## src/rtl/riscv_pkg.sv

```systemverilog
`default_nettype none
// ============================================================================
// Module      : riscv_pkg
// Description : Shared RISC-V front-end types and constants.
//               XLEN      - architectural register / address width
//               INSTR_NOP - canonical NOP (addi x0, x0, 0)
//               fetch_entry_t - {pc, instr} pair carried from fetch to decode
// Revision    : 1.0 - initial release
// ============================================================================
package riscv_pkg;

    localparam int          XLEN      = 32;
    localparam logic [31:0] INSTR_NOP = 32'h0000_0013;

    typedef struct packed {
        logic [31:0] pc;
        logic [31:0] instr;
    } fetch_entry_t;

    // Word-aligns a byte address by clearing the two low bits.
    function automatic logic [31:0] word_align(input logic [31:0] addr);
        return {addr[31:2], 2'b00};
    endfunction

endpackage : riscv_pkg
`default_nettype wire

```

## src/rtl/fetch_queue.sv

```systemverilog
`default_nettype none
// ============================================================================
// Module      : fetch_queue
// Description : Synchronous FIFO of fetch_entry_t with a synchronous flush.
//               Head entry is presented combinationally from storage.
// Ports       : clk, rst_n (sync, active-low)
//               push, wr_data  - enqueue request and entry
//               pop            - dequeue request
//               flush          - empty the queue (beats push and pop)
//               full, empty    - occupancy flags
//               head           - oldest entry (undefined while empty)
// Revision    : 1.0 - initial release
// ============================================================================
module fetch_queue
    import riscv_pkg::*;
#(
    parameter int QDEPTH = 2
) (
    input  logic         clk,
    input  logic         rst_n,
    input  logic         push,
    input  fetch_entry_t wr_data,
    input  logic         pop,
    input  logic         flush,
    output logic         full,
    output logic         empty,
    output fetch_entry_t head
);

    localparam int c_PTR_W = (QDEPTH > 1) ? $clog2(QDEPTH) : 1;
    localparam int c_CNT_W = c_PTR_W + 1;

    fetch_entry_t       r_mem [QDEPTH];
    logic [c_PTR_W-1:0] r_rd_ptr;
    logic [c_PTR_W-1:0] r_wr_ptr;
    logic [c_CNT_W-1:0] r_count;

    logic w_push_ok;
    logic w_pop_ok;

    assign full  = (r_count == c_CNT_W'(QDEPTH));
    assign empty = (r_count == '0);
    assign head  = r_mem[r_rd_ptr];

    // A push into a full queue is only legal when the head leaves this cycle.
    assign w_pop_ok  = pop & ~empty;
    assign w_push_ok = push & (~full | w_pop_ok);

    // Storage carries no reset: entries are only visible via the count.
    always_ff @(posedge clk) begin
        if (w_push_ok && !flush) begin
            r_mem[r_wr_ptr] <= wr_data;
        end
    end

    always_ff @(posedge clk) begin
        if (!rst_n || flush) begin
            r_rd_ptr <= '0;
            r_wr_ptr <= '0;
            r_count  <= '0;
        end else begin
            if (w_push_ok) begin
                r_wr_ptr <= r_wr_ptr + c_PTR_W'(1);
            end
            if (w_pop_ok) begin
                r_rd_ptr <= r_rd_ptr + c_PTR_W'(1);
            end
            case ({w_push_ok, w_pop_ok})
                2'b10:   r_count <= r_count + c_CNT_W'(1);
                2'b01:   r_count <= r_count - c_CNT_W'(1);
                default: r_count <= r_count;
            endcase
        end
    end

endmodule : fetch_queue
`default_nettype wire

```

## src/rtl/instr_fetch_unit.sv

```systemverilog
`default_nettype none
// ============================================================================
// Module      : instr_fetch_unit
// Description : Instruction fetch front end. Holds the PC, drives the
//               instruction memory address, buffers {pc, instr} pairs and
//               presents them to decode over valid/ready. Redirects flush
//               the queue and reload the PC.
// Ports       : clk, rst_n (sync, active-low)
//               imem_addr  out - byte address to instruction memory (= pc)
//               imem_instr in  - instruction word at imem_addr, same cycle
//               redirect_valid/redirect_pc in - redirect from execute
//               if_valid/if_ready/if_instr/if_pc - decode handshake
//               fetch_count out - words pushed into the queue (wrapping)
// Revision    : 1.0 - initial release
// ============================================================================
module instr_fetch_unit
    import riscv_pkg::*;
#(
    parameter logic [31:0] RESET_PC = 32'h0000_0000,
    parameter int          QDEPTH   = 2
) (
    input  logic        clk,
    input  logic        rst_n,
    output logic [31:0] imem_addr,
    input  logic [31:0] imem_instr,
    input  logic        redirect_valid,
    input  logic [31:0] redirect_pc,
    output logic        if_valid,
    input  logic        if_ready,
    output logic [31:0] if_instr,
    output logic [31:0] if_pc,
    output logic [31:0] fetch_count
);

    logic [31:0]  r_pc;
    logic [31:0]  r_fetch_count;

    logic         w_push;
    logic         w_pop;
    logic         w_full;
    logic         w_empty;
    fetch_entry_t w_new_entry;
    fetch_entry_t w_head;

    // Address comes straight from the PC register: no input-to-output path.
    assign imem_addr   = r_pc;
    assign fetch_count = r_fetch_count;

    assign w_pop  = ~w_empty & if_ready;
    // Redirect suppresses the fetch of the now-stale word at the old PC.
    assign w_push = ~redirect_valid & (~w_full | w_pop);

    assign w_new_entry.pc    = r_pc;
    assign w_new_entry.instr = imem_instr;

    fetch_queue #(
        .QDEPTH (QDEPTH)
    ) u_fetch_queue (
        .clk     (clk),
        .rst_n   (rst_n),
        .push    (w_push),
        .wr_data (w_new_entry),
        .pop     (w_pop),
        .flush   (redirect_valid),
        .full    (w_full),
        .empty   (w_empty),
        .head    (w_head)
    );

    // Present a NOP at PC 0 while empty so decode never sees stale storage.
    assign if_valid = ~w_empty;
    assign if_instr = w_empty ? INSTR_NOP : w_head.instr;
    assign if_pc    = w_empty ? 32'h0     : w_head.pc;

    always_ff @(posedge clk) begin
        if (!rst_n) begin
            r_pc          <= word_align(RESET_PC);
            r_fetch_count <= '0;
        end else if (redirect_valid) begin
            r_pc          <= word_align(redirect_pc);
        end else if (w_push) begin
            r_pc          <= r_pc + 32'd4;
            r_fetch_count <= r_fetch_count + 32'd1;
        end
    end

endmodule : instr_fetch_unit
`default_nettype wire

```

## config.mk

```make
export PLATFORM = sky130hd
export DESIGN_NAME = instr_fetch_unit
export DESIGN_NICKNAME = d
export VERILOG_FILES = /design/src/rtl/riscv_pkg.sv /design/src/rtl/fetch_queue.sv /design/src/rtl/instr_fetch_unit.sv
export SDC_FILE = /design/constraint.sdc
export NUM_CORES = 1
export LEC_CHECK = 0
export BUFFER_PORTS_ARGS = -buffer_cell sky130_fd_sc_hd__buf_4
export CORE_ASPECT_RATIO = 0.5
export CORE_MARGIN = 2
export CORE_UTILIZATION = 33
export CTS_CLUSTER_DIAMETER = 80
export DETAILED_ROUTE_END_ITERATION = 8
export SLEW_MARGIN = 20
export SYNTH_ARGS = -nofsm -noshare
export SYNTH_HDL_FRONTEND = slang
export SYNTH_SLANG_ARGS = --single-unit
```

## constraint.sdc

```tcl
create_clock -name clk -period 6.9 [get_ports clk]
set_input_delay 1.035 -clock clk [delete_from_list [all_inputs] [get_ports clk]]
set_output_delay 1.035 -clock clk [all_outputs]
set_load 0.02 [all_outputs]
```

==> key figures, run 1 <==
Run status
  – Status: finished clean

Critical path
  – Worst setup path startpoint: u_fetch_queue.r_count[0]
  – CP delay by family, top: buffers and inverters
  – Critical Path RT: 5.86 ns
  – CP arrival: 2.25 ns
  – Reg2reg start: u_fetch_queue.r_count[0]
  – Worst-path maximum fanout: 60
  – Worst path most repeated cell: buf_4
  – CP Buf/Inv Count: 3
  – Kind of critical path: flop to primary output
  – Worst setup SP type: flop
  – Crit-path slowest cell: buf_4
  – Worst Setup End Kind: primary output
  – CP cell instances: nor2_4 > buf_4 > inv_1 > nand2_1 > buf_4
  – Slowest stage delay, CP: 0.57 ns

Synth
  – Yosys reg bits: 191
  – Post-Syn Instances: between 700 and 800
  – Top_reg_cell synth: edfxtp_1
  – Mapped cell area: between 0.008 and 0.009 mm^2
  – Synth Warn #: 0
  – Syn_area_per_cell: 11.6 um^2
  – Post-synth cell types: 50
  – Post-synth EDFFs: 124
  – Seq/Total Area, Yosys: 61.2%
  – FFs w/ async S/R, synth: 0%

Cells and area
  – Layout cells sized above 1: 26.3%
  – Nets: 953
  – Ant diodes: 0
  – Fillers: around 2400
  – Area growth syn-to-layout: 28.4%
  – Fin util: 43.7%

CTS
  – Latest clock arrival within the worst-skew pair: ~0.44 ns
  – Max H-tree Level: 4
  – Num CTS Buffers: 17
  – Clk root buf: clkbuf_16
  – Post-CTS setup buffer count: 0
  – Post-CTS Hold Fix Bufs: 0
  – Clock Sinks: 191
  – CTS tree: yes
  – PostCTS Resize Cnt: 0
  – Clock tree buffer depth: 2
  – Clk slew on worst S/H paths: 0.07 ns

Min path
  – Min-delay src: fetch_count[28]
  – Tightest Hold Check Type: flop to flop

Power
  – PwrDens: ~250 mW/mm^2
  – Static leakage: approximately 3.8 nW
  – Peak VDD IR: 0.143 mV

Detailed routing
  – Post-DRT Antenna Nets: 0
  – TritonRoute pass-1 iters: 5
  – 1st-iter DRT viols: 436
  – DR DRC count: 0
  – Drt wl/cell: 17.4 um
  – Drt total wl: 21400 um
  – Via count: 6335
  – Vias per cell: about 5

Global routing
  – Largest net degree at the start of global routing: 63
  – Initial antenna violation count: 0
  – GRT Util Overall: 16.1%
  – Vias in the first global route: 6071
  – Grt ovf: 0
  – First-pass GRT wire length: 32800 um

Timing
  – F_max: 305 MHz
  – Post-route minimum period: roughly 3.3 ns
  – Part of the cycle the worst path needs: a little under half
  – Fin. max-slew vios: 0
  – Hold Vio Cnt, Final: 0
  – Final worst slack: between 3 and 4 ns
  – Worst rel slew slack: between 20% and 30%
  – Setup_tns: 0 ns
  – Final clock skew: 0.0100 ns
  – Slew @ Worst Pin: 1.07 ns
  – RSZ-0062 raised after global routing: no
  – Final setup vio count: 0

Die
  – Core Area: 0.0243 mm^2
  – Die area: 0.0264 mm^2
  – DIE HEIGHT: approximately 120 um
  – # rows: 40
  – I/O Pins: 197
  – Die W: ~230 um
  – Initial Util: 34.0%

Run
  – Max-cap violations: 0

Place
  – Final HPWL DP: 13900 um
  – Port bufs: between 150 and 200
  – GPL Wtd Cong: 0.785
  – Setup WS pre-CTS: 3.28 ns
[layer usage]
| metal | routed length, um | part of all wire [%] | GRT usage (%) | vias up |
|---|---|---|---|---|
| li1 | - | - | - | 3019 |
| met1 | 9020 | 42 | 19.2 | 3144 |
| met2 | 10900 | 51 | 28.1 | 147 |
| met3 | 1020 | 4.8 | 4.48 | 25 |
| met4 | 407 | 1.9 | 6.49 | 0 |
| met5 | 0 | 0 | 0 | - |
[synthesized netlist by cell type, drive strengths merged (2+ instances only)]
| library cell | count | area share (%) |
|---|---|---|
| and2 | 6 | 0.45 |
| mux2i | 65 | 7.9 |
| a31oi | 7 | 0.53 |
| nor4 | 13 | 0.98 |
| nor3 | 9 | 0.54 |
| and3 | 13 | 0.98 |
| o2111ai | 2 | 0.21 |
| or4 | 19 | 1.8 |
| edfxtp | 124 | 45 |
| nand4 | 21 | 1.6 |
| nor2 | 83 | 3.8 |
| nor4b | 3 | 0.32 |
| o21ai | 35 | 2.1 |
| a21oi | 28 | 1.7 |
| nand2b | 5 | 0.38 |
| nand3b | 2 | 0.18 |
| buf | 16 | 1.0 |
| ha | 3 | 0.45 |
| nand2 | 37 | 1.7 |
| nor3b | 6 | 0.54 |
| o31ai | 13 | 1.2 |
| xor2 | 5 | 0.53 |
| a211oi | 4 | 0.36 |
| nand3 | 20 | 1.2 |
| xnor2 | 15 | 1.6 |
| and4 | 13 | 1.4 |
| nor2b | 3 | 0.23 |
| dfxtp | 67 | 16 |
| clkbuf | 34 | 1.5 |
| inv | 7 | 0.32 |
| or3 | 15 | 1.1 |
| a311oi | 8 | 0.85 |
[through the flow]
stage | power, mW | hold WS [ns] | area (um^2) | std cells
floorplan | 1.47 | 0.475 | 8290 | 718
global placement | 1.59 | 0.480 | 9970 | 1198
detailed placement | 1.60 | 0.492 | 9990 | 1199
CTS | 2.66 | 0.504 | 10600 | 1231
global route | 2.73 | 0.533 | 10600 | 1231
finish | 2.63 | 0.502 | 10600 | 1231
[registers in the layout, indices dropped and copies added, names as in the netlist, named ones only]
name and flops:
fetch_count 32, imem_addr 30, u_fetch_queue.r_count 2, u_fetch_queue.r_mem 124
u_fetch_queue.r_rd_ptr 1, u_fetch_queue.r_wr_ptr 1
[cell type report]
class / count / area (um^2) / area share (%)
clock buffers: 20 / 447 / 4.21
clock inverters: 12 / 180 / 1.70
inverters: 8 / 30.0 / 0.283
multi-input cells: 469 / 3000 / 28.2
flip-flops and latches: 191 / 5070 / 47.7
well taps: 336 / 420 / 3.96
repair buffers: 195 / 1480 / 13.9
[cells in the final DEF, fill, tap and decap left out, drive strengths merged, types with 15 or more instances in the layout]
cell / Yosys / final
buf: 16 / 195
mux2i: 65 / 65
o21ai: 35 / 35
edfxtp: 124 / 124
nor2: 83 / 83
nand3: 20 / 20
nand4: 21 / 21
or4: 19 / 19
or3: 15 / 15
a21oi: 28 / 28
dfxtp: 67 / 67
nand2: 37 / 37
xnor2: 15 / 15
clkbuf: 34 / 20
[path summary, 6_finish.rpt]
kind / endpoint / slack [ns] / depth (start not counted)
max: if_instr[4] / 3.62 / 5
min reg2reg: fetch_count[28] / 0.50 / 2
max reg2reg: u_fetch_queue.r_count[1] / 4.17 / 7
min: fetch_count[28] / 0.50 / 2
[kinds of logic (layout without fill, tap and decap cells)]
group | after synthesis | in the layout | synth area share, %
other | 1 | 4 | 0.0453
flip-flops | 191 | 191 | 61.2
XOR/XNOR | 20 | 20 | 2.12
buffers and inverters | 58 | 235 | 2.95
adder cells (fa/ha/maj) | 3 | 3 | 0.454
AO/OA/AOI/OAI | 107 | 107 | 8.00
multiplexers | 65 | 65 | 7.86
AND/OR/NAND/NOR | 270 | 270 | 17.4
[worst min-delay path, cell delays in order, from the launching register on]
cell     delay [ns]
dfxtp_1        0.34
nand2_1        0.06
mux2i_1        0.05
[power breakdown]
part           internal [mW]  switching (mW)
sequential              1.28          0.0394
clock                  0.621           0.441
combinational          0.104           0.148
Power figures use the tool's default switching activity.
==> run 2: changes to the inputs <==
Settings changed: ABC_AREA set to 1.
Clock period 6.9 ns to 3.1 ns, I/O delays scaled along.
==> run 2 against run 1 <==
Cell area is 5.0% higher. Wire length up 14%. Flip-flop and latch count is the same. Synthesized cell count is 42% higher. Via count is 19% higher. Register-to-register slack got worse by 3.0 ns. Cell count rose by 27%. Global-route usage up 1.6 points. Clock skew fell by 0.0018 ns. Setup slack got worse by 3.0 ns. Combinational power rose by 110%. Critical path type unchanged. Critical endpoint is now if_pc[8]. Largest cell class unchanged. Highest routed layer unchanged.
==> key figures, run 2 <==
Run status
  – Status: finished clean

Cells and area
  – Most frequent cells in the layout: 332 x nand2_1, 196 x buf_4, 124 x edfxtp_1
  – Max reg flops: 124
  – Ant diodes: 0
  – Layout cells sized above 1: 21.2%
  – Fin util: 42.4%
  – Most common cell after layout, fill and taps aside: nand2_1
  – Nets: 1268
  – Area growth syn-to-layout: 27.2%
  – Top reg by flops: u_fetch_queue.r_mem

Synth
  – Simple-gate share of the synthesized area: approximately 26%
  – Post-Syn Instances: 1015
  – Synth Area in XOR/XNOR: 1.10%
  – Most frequent cell after synthesis: nand2_1
  – Post-synth cell types: 41
  – Seq/Total Area, Yosys: 57.8%
  – Synth area leaders: edfxtp_1 42%, dfxtp_1 15%, nand2_1 14%, a21oi_1 6.0%, nor2_1 4.1%
  – Post-synthesis adder-cell area fraction: 0.428%
  – Top_reg_cell synth: edfxtp_1
  – Top cell type's share of synthesized area: 42.5%
  – Yosys reg bits: 191
  – Largest family of logic cells by synthesized area: simple AND/OR/NAND/NOR gates
  – Mapped cell area: 0.00877 mm^2
  – Synth Warn #: 0
  – Post-synth EDFFs: 124
  – Syn_area_per_cell: 8.64 um^2
  – Mux contribution to synthesized area: 0%
  – Top cells by count, synth: 332 x nand2_1, 124 x edfxtp_1, 105 x a21oi_1, 96 x nor2_1, 81 x inv_1
  – FFs w/ async S/R, synth: 0%
  – Biggest area consumer among synthesized cells: edfxtp_1
  – Synth Area in Compound Gates: under 10%

Power
  – Sequential fraction of design power: 52.1%
  – Peak VDD IR: 0.395 mV
  – Combinational power share: 9.6%
  – PwrDens: 499 mW/mm^2
  – Cell internal pwr: between 4 and 5 mW
  – Sw Ratio: ~25%
  – Static leakage: 4.38 nW
  – Switching power: roughly 1.4 mW
  – Clock share of power: 38.3%

Die
  – DIE HEIGHT: 119 um
  – Initial Util: about a third
  – Die area: 0.0280 mm^2
  – Die W: around 230 um
  – I/O Pins: 197
  – Core Area: 0.0263 mm^2
  – # rows: 42

Global routing
  – Vias in the first global route: 7283
  – Grt ovf: 0
  – Initial antenna violation count: 0
  – First-pass GRT wire length: 38100 um
  – Largest net degree at the start of global routing: 64
  – GRT Util Overall: 17.7%

Place
  – Port bufs: 190
  – Final HPWL DP: 16800 um
  – GPL Wtd Cong: ~0.91

CTS
  – Clock Sinks: 191
  – Num CTS Buffers: 17
  – Clk slew on worst S/H paths: 0.07 ns
  – CTS tree: yes
  – Post-CTS Hold Fix Bufs: 0
  – Post-CTS setup buffer count: 0
  – Clock tree buffer depth: 2
  – PostCTS Resize Cnt: 0
  – Clk root buf: clkbuf_16
  – Max H-tree Level: 4
  – Latest clock arrival within the worst-skew pair: 0.45 ns

Timing
  – Post-route minimum period: 2.45 ns
  – Setup_tns: 0 ns
  – Hold Vio Cnt, Final: 0
  – Fin. max-slew vios: 0
  – Worst rel slew slack: 52.0%
  – Final setup vio count: 0
  – F_max: 408 MHz
  – Slew @ Worst Pin: 0.720 ns
  – Part of the cycle the worst path needs: between 70% and 80%
  – Final hold slack: 0.197 ns
  – RSZ-0062 raised after global routing: no
  – Final clock skew: 0.00824 ns

Detailed routing
  – 1st-iter DRT viols: 475
  – Drt total wl: 24300 um
  – DR DRC count: 0
  – TritonRoute pass-1 iters: 7
  – Via count: ~7500
  – Post-DRT Antenna Nets: 0
  – Drt wl/cell: 15.6 um
  – Vias per cell: about 4.8

Min path
  – WHS Endpoint: u_fetch_queue.r_mem[0][9]
  – Min-delay src: imem_instr[9]
  – Tightest Hold Check Type: input pin to flop
  – Hold Path Stages: 1

Critical path
  – R2R depth: 10
  – Reg2reg end: imem_addr[16]
  – FF-to-FF setup slack: about 1.2 ns
  – Kind of critical path: flop to primary output
  – Worst Setup End Kind: primary output
  – Worst-path maximum fanout: 33
  – CP arrival: slightly below 2 ns
  – Worst setup SP type: flop
  – Reg2reg start: imem_addr[3]
  – Critical Path RT: 2.63 ns

Run
  – Max-cap violations: 0
==> run 2: cell count changes in the layout (fill, tap and decap cells not counted), moves of 13 or more <==
cell	change
or4_1	-17
or3_1	-15
nand3_1	+27
and4_1	-13
mux2i_1	-65
a21oi_1	+77
o31ai_1	-13
nand2_1	+295
inv_1	+74
==> run 2: cell families (layout without fill, tap and decap cells) <==
| family | Yosys count | in the layout |
|---|---|---|
| DFF | 191 | 191 |
| AOI/OAI and AO/OA | 153 | 153 |
| other | 1 | 4 |
| adders and majority gates | 3 | 3 |
| xor gates and xnor gates | 11 | 11 |
| buffers and inverters | 125 | 317 |
| and+or+nand+nor | 531 | 531 |
==> run 2: worst max-delay path, stage by stage (launching register included) <==
cell and delay (ns):
dfxtp_2 0.33, inv_2 0.45, buf_12 0.29, nand2_1 0.09, a21oi_1 0.18, buf_4 0.17
==> run 2: cell type report <==
| class | instances | area [um^2] |
|---|---|---|
| Clock inverter | 10 | 103 |
| Multi-Input combinational cell | 702 | 3230 |
| Timing Repair Buffer | 199 | 1530 |
| Clock buffer | 22 | 454 |
| Tap cell | 352 | 440 |
| Sequential cell | 191 | 5070 |
| Fill cell | 2576 | 15100 |
| Inverter | 86 | 323 |
==> run 2: power by group through the flow <==
stage                     Clock (mW)  Sequential [mW]  Combinational (mW)
after floorplan                    0             2.96               0.260
after global placement             0             2.95               0.531
after detailed placement           0             2.95               0.540
after CTS                       2.18             2.90               0.542
after global routing            2.28             2.91               0.580
final                           2.13             2.90               0.533
==> run 2: through the flow <==
step / cell area (um^2) / setup WS (ns) / cells / power, mW
floorplan: 8780 / 0.124 / 1018 / 3.22
global placement: 10600 / 0.889 / 1530 / 3.48
global route: 11100 / 0.493 / 1562 / 5.77
CTS: 11100 / 0.552 / 1562 / 5.62
finish: 11100 / 0.648 / 1562 / 5.56
detailed placement: 10600 / 0.865 / 1530 / 3.49
==> run 2: how the worst max path moves through the flow <==
stage	cells after the start	from	end
detailed placement	5	redirect_valid	u_fetch_queue.r_mem[0][13]
floorplan	5	if_ready	u_fetch_queue.r_mem[1][0]
finish	5	flop	if_pc[8]
global placement	5	redirect_valid	u_fetch_queue.r_mem[0][13]
global route	5	flop	if_pc[8]
CTS	5	flop	if_pc[8]
==> run 2: per-layer routing <==
metal,global-route usage [%],vias up,part of all wire (%)
met5,0,-,0
met4,7.51,0,2.4
met3,3.64,40,4.6
met2,30.7,201,51
met1,21.4,3570,42
li1,-,3724,-
